### src/rtl/row_pack_writer_if.sv
// row_pack_writer_if: pixel byte stream (valid/ready) plus wide row-write memory bus
// Ports: pix_valid/pix_data/pix_sof/pix_ready = byte stream; mem_en/mem_rw/mem_abus/mem_wdata/mem_grant = row write
interface row_pack_writer_if #(
    parameter int ROW_W = 50
);
    logic               pix_valid;
    logic [7:0]         pix_data;
    logic               pix_sof;
    logic               pix_ready;
    logic               mem_en;
    logic               mem_rw;
    logic [15:0]        mem_abus;
    logic [8*ROW_W-1:0] mem_wdata;
    logic               mem_grant;
    modport slave (
        input  pix_valid, pix_data, pix_sof, mem_grant,
        output pix_ready, mem_en, mem_rw, mem_abus, mem_wdata
    );
    modport master (
        output pix_valid, pix_data, pix_sof, mem_grant,
        input  pix_ready, mem_en, mem_rw, mem_abus, mem_wdata
    );
endinterface

### src/rtl/row_pack_writer.sv
// row_pack_writer: packs a byte stream into ROW_W-byte rows and writes each full row as one wide memory burst
// Ports: clk, reset (sync, active-high); bus = pixel stream in / row-write memory bus out;
//        row_done_o, frame_done_o = pulses after a row / the last frame row is written; row_idx_o = last written row
module row_pack_writer #(
    parameter int          ROW_W     = 50,
    parameter int          ROWS      = 20,
    parameter logic [15:0] BASE_ADDR = 16'd0
) (
    input  logic             clk,
    input  logic             reset,
    row_pack_writer_if.slave bus,
    output logic             row_done_o,
    output logic             frame_done_o,
    output logic [7:0]       row_idx_o
);
    localparam int IW = $clog2(ROW_W);
    typedef enum logic {IDLE, WRITE} state_t;
    state_t             state_q, state_d;
    logic [8*ROW_W-1:0] data_q [2];
    logic [15:0]        addr_q [2];
    logic [7:0]         rnum_q [2];
    logic [1:0]         pend_q, pend_d;
    logic               fill_sel_q, fill_sel_d, wr_sel_q, wr_sel_d;
    logic [IW-1:0]      fill_idx_q, fill_idx_d;
    logic [7:0]         row_cnt_q, row_cnt_d;
    logic [15:0]        row_addr_q, row_addr_d;
    logic               row_done_q, frame_done_q;
    logic [7:0]         row_idx_q;
    logic               acc, last, grant, wrap, wr;
    logic [IW-1:0]      idx;
    logic [7:0]         cur_cnt;
    logic [15:0]        cur_addr;

    // sof restarts at lane 0 of row 0; the discarded partial row is just overwritten
    assign acc      = bus.pix_valid & bus.pix_ready;
    assign idx      = bus.pix_sof ? '0 : fill_idx_q;
    assign cur_cnt  = bus.pix_sof ? '0 : row_cnt_q;
    assign cur_addr = bus.pix_sof ? BASE_ADDR : row_addr_q;
    assign last     = acc & (idx == IW'(ROW_W - 1));
    assign wrap     = cur_cnt == 8'(ROWS - 1);
    assign wr       = state_q == WRITE;
    assign grant    = wr & bus.mem_grant;

    // buffers complete and drain in the same alternating order, so wr_sel_q always names the oldest pending one
    always_comb begin
        pend_d = pend_q;
        if (grant) pend_d[wr_sel_q] = 1'b0;
        if (last) pend_d[fill_sel_q] = 1'b1;
        fill_idx_d = last ? '0 : acc ? idx + 1'b1 : fill_idx_q;
        fill_sel_d = fill_sel_q ^ last;
        wr_sel_d   = wr_sel_q ^ grant;
        row_cnt_d  = last ? (wrap ? '0 : cur_cnt + 8'd1) : acc ? cur_cnt : row_cnt_q;
        row_addr_d = last ? (wrap ? BASE_ADDR : cur_addr + 16'(ROW_W)) : acc ? cur_addr : row_addr_q;
        // a grant always returns to IDLE so mem_en drops for a cycle between bursts
        state_d = !wr ? (|pend_d ? WRITE : IDLE) : (bus.mem_grant ? IDLE : WRITE);
    end

    always_ff @(posedge clk) begin
        if (reset) begin
            state_q      <= IDLE;
            pend_q       <= '0;
            fill_sel_q   <= 1'b0;
            wr_sel_q     <= 1'b0;
            fill_idx_q   <= '0;
            row_cnt_q    <= '0;
            row_addr_q   <= BASE_ADDR;
            row_done_q   <= 1'b0;
            frame_done_q <= 1'b0;
            row_idx_q    <= '0;
        end else begin
            state_q      <= state_d;
            pend_q       <= pend_d;
            fill_sel_q   <= fill_sel_d;
            wr_sel_q     <= wr_sel_d;
            fill_idx_q   <= fill_idx_d;
            row_cnt_q    <= row_cnt_d;
            row_addr_q   <= row_addr_d;
            row_done_q   <= grant;
            frame_done_q <= grant & (rnum_q[wr_sel_q] == 8'(ROWS - 1));
            if (grant) row_idx_q <= rnum_q[wr_sel_q];
        end
    end

    always_ff @(posedge clk) begin
        if (acc) begin
            data_q[fill_sel_q][8*idx +: 8] <= bus.pix_data;
            if (idx == '0) begin
                addr_q[fill_sel_q] <= cur_addr;
                rnum_q[fill_sel_q] <= cur_cnt;
            end
        end
    end

    assign bus.pix_ready = ~&pend_q;
    assign bus.mem_en    = wr;
    assign bus.mem_rw    = ~wr;
    assign bus.mem_abus  = wr ? addr_q[wr_sel_q] : '0;
    assign bus.mem_wdata = wr ? data_q[wr_sel_q] : '0;
    assign row_done_o    = row_done_q;
    assign frame_done_o  = frame_done_q;
    assign row_idx_o     = row_idx_q;
endmodule

### src/flat_wrapper.sv
// flat-port wrapper written by rule: the top's interface ports become plain ports
module row_pack_writer_flat 
#(
    parameter int          ROW_W     = 50,
    parameter int          ROWS      = 20,
    parameter logic [15:0] BASE_ADDR = 16'd0
)
  (clk, reset, row_done_o, frame_done_o, row_idx_o, bus_pix_valid, bus_pix_data, bus_pix_sof, bus_mem_grant, bus_pix_ready, bus_mem_en, bus_mem_rw, bus_mem_abus, bus_mem_wdata);
  row_pack_writer_if #(.ROW_W(ROW_W)) bus_i ();
  input  logic clk;
  input  logic reset;
  output logic row_done_o;
  output logic frame_done_o;
  output logic [7:0] row_idx_o;
  input wire logic [$bits(bus_i.pix_valid)-1:0] bus_pix_valid;
  input wire logic [$bits(bus_i.pix_data)-1:0] bus_pix_data;
  input wire logic [$bits(bus_i.pix_sof)-1:0] bus_pix_sof;
  input wire logic [$bits(bus_i.mem_grant)-1:0] bus_mem_grant;
  output wire logic [$bits(bus_i.pix_ready)-1:0] bus_pix_ready;
  output wire logic [$bits(bus_i.mem_en)-1:0] bus_mem_en;
  output wire logic [$bits(bus_i.mem_rw)-1:0] bus_mem_rw;
  output wire logic [$bits(bus_i.mem_abus)-1:0] bus_mem_abus;
  output wire logic [$bits(bus_i.mem_wdata)-1:0] bus_mem_wdata;
  assign bus_i.pix_valid = bus_pix_valid;
  assign bus_i.pix_data = bus_pix_data;
  assign bus_i.pix_sof = bus_pix_sof;
  assign bus_i.mem_grant = bus_mem_grant;
  assign bus_pix_ready = bus_i.pix_ready;
  assign bus_mem_en = bus_i.mem_en;
  assign bus_mem_rw = bus_i.mem_rw;
  assign bus_mem_abus = bus_i.mem_abus;
  assign bus_mem_wdata = bus_i.mem_wdata;
  row_pack_writer #(.ROW_W(ROW_W), .ROWS(ROWS), .BASE_ADDR(BASE_ADDR)) u_core (.clk(clk), .reset(reset), .bus(bus_i), .row_done_o(row_done_o), .frame_done_o(frame_done_o), .row_idx_o(row_idx_o));
endmodule
### config.mk
export PLATFORM = sky130hd
export DESIGN_NAME = row_pack_writer_flat
export DESIGN_NICKNAME = d
export VERILOG_FILES = /design/src/rtl/row_pack_writer_if.sv /design/src/rtl/row_pack_writer.sv /design/src/flat_wrapper.sv
export SDC_FILE = /design/constraint.sdc
export NUM_CORES = 2
export LEC_CHECK = 0
export ABC_AREA = 1
export CORE_MARGIN = 4
export CORE_UTILIZATION = 61
export DETAILED_ROUTE_END_ITERATION = 8
export PLACE_DENSITY = 0.86
export SYNTH_ARGS = -nofsm -noshare
export SYNTH_HDL_FRONTEND = slang
export SYNTH_SLANG_ARGS = --single-unit
### constraint.sdc
create_clock -name clk -period 5.3 [get_ports clk]
set_clock_uncertainty 0.05 [all_clocks]
set_input_delay 0.795 -clock clk [delete_from_list [all_inputs] [get_ports clk]]
set_output_delay 0.795 -clock clk [all_outputs]
set_load 0.03 [all_outputs]
==> reports/results.env <==
ROWS=91
POSTLAYOUTSETUPSLACKWORST_PS=915.4
CRIT_PATH_START_KIND='register'
SYN2LAYOUT_AREA_GROWTH_PCT=20.26
MAX_SLEW.WORST_PIN.SLEW_PS=1117
DIE_X_EXTENT_UM=258.8
SETUP.WORST_PATH.CLASS='register to output port'
CP-END-KIND='output port'
ROUTE.FINAL.WIRE_LENGTH_MM=122.7
NETSWITCHINGFRACTION_PCT=21.07
IRDROPWORSTVDD_mV=0.3048
WORSTREG2REGSTART='u_core.fill_idx_q[0]'
SYNTHCELLS=3627
TOP_ACHIEVABLE_CLOCK_SPEED_MHz=228.1
NET-SWITCHING-POWER_W=0.002958
FLOORPLAN.DIE_AREA_UM2=66990
CLK_LATENCY_PS=640
WORSTPATHREQUIRED_PS=4450
POST-ROUTE-PERIOD-UTIL_PCT=82.73
NUMBER_OF_STORAGE_ELEMENTS_IN_THE_SYNTHESIS_NETLIST=893
REPORT.FINAL.SLEW_VIOL_COUNT=0
DRC=0
PIN_COUNT_OF_THE_BIGGEST_NET_ENTERING_GLOBAL_ROUTING=144
DETAILED_PLACE_HPWL_MM=79.80
CRITICAL_PATH.CELL_CHAIN='buf_4, o21ai_0, nor2_1, clkdlybuf4s50_1'
GRT_FIRST_PASS_WIRELENGTH_MM=178.9
DRIVE_GT1_SHARE_PCT=6.580
HOLD_VIOLATIONS=0
GRT_OVERFLOW=0
SHARE_SEQ_OF_TOTAL_POWER_PCT=54.4
FP.DIEH_UM=258.8
INITIAL_ANTENNA_VIOLATION_COUNT=7
CTS_NUM_SINKS=893
CTS.PATH.MAX_BUFFERS=3
SYN-MEAN-INSTANCE-AREA_UM2=10.58
HOLDBUFCOUNTCTS=0
SETUP_VIOL_COUNT_FINAL=0
MAPPEDNETLISTAREA_UM2=38380
P_LEAK_nW=17.41
MAPPEDNETLISTNETS=3646
WORST_PATH_MAX_DELAY_CELL='buf_4'
DRT_PASS1_ITERATIONS=6
CORE_AREA_UM2=61940
BOUNDARYPINS=442
PLACEMENT.SETUP.WORST_SLACK_PS=475.8
FINAL.HOLD.WORST_SLACK_PS=415.1
GLOBALPLACE.CONGESTION=0.9120
FINALCRITICALPERIOD_PS=4385
TIMING.CRITICAL_PATH.SLOWEST_CELL_DELAY_PS=880
GLOBALROUTETOTALUTIL_PCT=35.63
CP_DATA_ARRIVAL_TIME_PS=3540
SLEW_HEADROOM_PCT=24.88
SYNTH.TOP_CELL.AREA_SHARE_PCT=66.36
MIN_PATH_TYPE='register to register'
VIAS_PER_CELL=6.302
CTSHTREEMAXLEVEL=3
SYNTH_TOP_CELL_BY_AREA='edfxtp_1'
MAX_CAP_VIOLATIONS=0
ANT_NETS=0
SYNTH_TOP_CELLS_BY_AREA='edfxtp_1 66%, nor2_1 13%, o21ai_0 5.7%, dfxtp_1 2.3%, nand3_1 2.2%'
DRT_ITER0_MARKERS=4950
TIMING.CRITICAL_PATH.FROM='u_core.wr_sel_q'
POWER_DENSITY_nW_PER_UM2=304.1
SYNTH.YOSYS.SEQ_AREA_SHARE_PCT=68.70
WL_PER_CELL_UM=25.29
CLK_PIN_SLEW_PS=60
OUTCOME='completed'
CTS.REPAIR.RESIZED=0
PLACED_CELLS_INCL_TAPS=4694
FIN_NETS=3964
FIRST_GLOBAL_VIAS=28751
INTERNAL_POWER_W=0.01108
POWER_FRAC_COMB_PCT=2.5
CTS_TREE='built'
CLK_ROOT_BUFFER_CELL='clkbuf_16'
LAYOUT_COMMON_CELLS='1291 x nor2_1, 848 x edfxtp_1, 441 x clkdlybuf4s50_1'
RSZ_0062_RAISED_AFTER_GLOBAL_ROUTING='no'
CTS.REPAIR_TIMING.SETUP_BUFFER_COUNT=0
CRIT_FANOUT=118
YOSYS_WARNINGS=0
FLOORPLAN.INITIALDENSITY_PCT=61.96
DETAILROUTE.VIA_COUNT=30585
LAYOUT_COMMONEST_CELL='nor2_1'
TOTAL_POWER_W=0.01404
CTS_MADE_BUFFERS=86
YS_TYPES=42
FINALSETUPTNS_PS=0
HOLDCRITSTARTPOINT='u_core.row_addr_q[4]'
LAYOUT.CELLS.NON_FILLER=4853
PLACEMENT.IO_BUFFERS=441
PWR-SHARE-CLK_PCT=43.1
-- power by group through the flow --
stage / combinational [W] / clock (W) / sequential, W
finish: 0.000349 / 0.00605 / 0.00763
global route: 0.000360 / 0.00634 / 0.00763
floorplan: 0.000211 / 0 / 0.00778
CTS: 0.000333 / 0.00603 / 0.00763
detailed placement: 0.000332 / 0 / 0.00778
global placement: 0.000326 / 0 / 0.00778
-- cells by family after synthesis --
| group | count (synthesis) | synth area share, % |
|---|---|---|
| fa+ha+maj | 6 | 0.1956 |
| xor+xnor | 3 | 0.08805 |
| simple gates | 1852 | 20.49 |
| flops | 893 | 68.70 |
| compound gates | 487 | 6.459 |
| buf+inv | 383 | 3.981 |
| mux | 3 | 0.07825 |
-- synthesized netlist by cell type, drive strengths merged --
cell,number
nand3b,3
nor2,1307
nor4,52
clkbuf,209
inv,102
edfxtp,848
dfxtp,45
nor3,83
or2,3
o21ai,442
nor3b,2
ha,6
a221oi,1
a31oi,2
a311oi,1
mux2i,3
o211ai,3
nand4,79
nand2,151
xor2,1
a21oi,35
buf,71
o22ai,2
clkinv,1
nand3,172
xnor2,2
a21boi,1
-- metrics by stage --
stage                     cell area, um2  utilization, %
final                              46150           74.51
after global routing               46150           74.51
after CTS                          46140           74.49
after detailed placement           43400           70.07
after global placement             43400           70.07
after floorplan                    38380               -
-- path summary, 6_finish.rpt --
| kind | depth (start not counted) | slack, ps | endpoint |
|---|---|---|---|
| max | 4 | 920 | bus_mem_wdata[295] |
| min | 2 | 420 | u_core.row_addr_q[4] |
| max reg2reg | 11 | 1550 | u_core.data_q[0][348] |
| min reg2reg | 2 | 420 | u_core.row_addr_q[4] |
-- per-layer routing --
metal  routed length [um]  global-route usage, %  vias to the layer above
met4                 7746                  18.91                        6
met2                57550                  56.61                     2501
met3                16230                  9.225                      458
met5                   34                      0                        -
li1                     -                      -                    13190
met1                41180                  45.55                    14430
-- flip-flops by register name (all words and copies together) (netlist names) --
signal / count
u_core.bus.mem_en: 1
u_core.data_q: 800
u_core.row_addr_q: 16
u_core.fill_idx_q: 6
u_core.addr_q: 32
u_core.row_cnt_q: 8
u_core.frame_done_o: 1
u_core.wr_sel_q: 1
u_core.fill_sel_q: 1
u_core.row_idx_o: 8
u_core.rnum_q: 16
u_core.pend_q: 2
u_core.row_done_o: 1
-- area by class of cell --
type	instances	area, um2
Clock inverter	50	514.2
Multi-Input combinational cell	2351	10520
Fill cell	3957	15790
Antenna cell	4	10.01
Sequential cell	893	26370
Clock buffer	105	2223
Timing Repair Buffer	510	5057
Tap cell	837	1047
Inverter	103	399.1
-- critical path: cells and delay by family (launching register included) --
kind | cells | cell delay [ps]
flip-flops | 1 | 640
AO/OA/AOI/OAI | 1 | 290
buffers and inverters | 2 | 1600
AND/OR/NAND/NOR | 1 | 260
No activity file was read; power rests on OpenSTA's default activity.
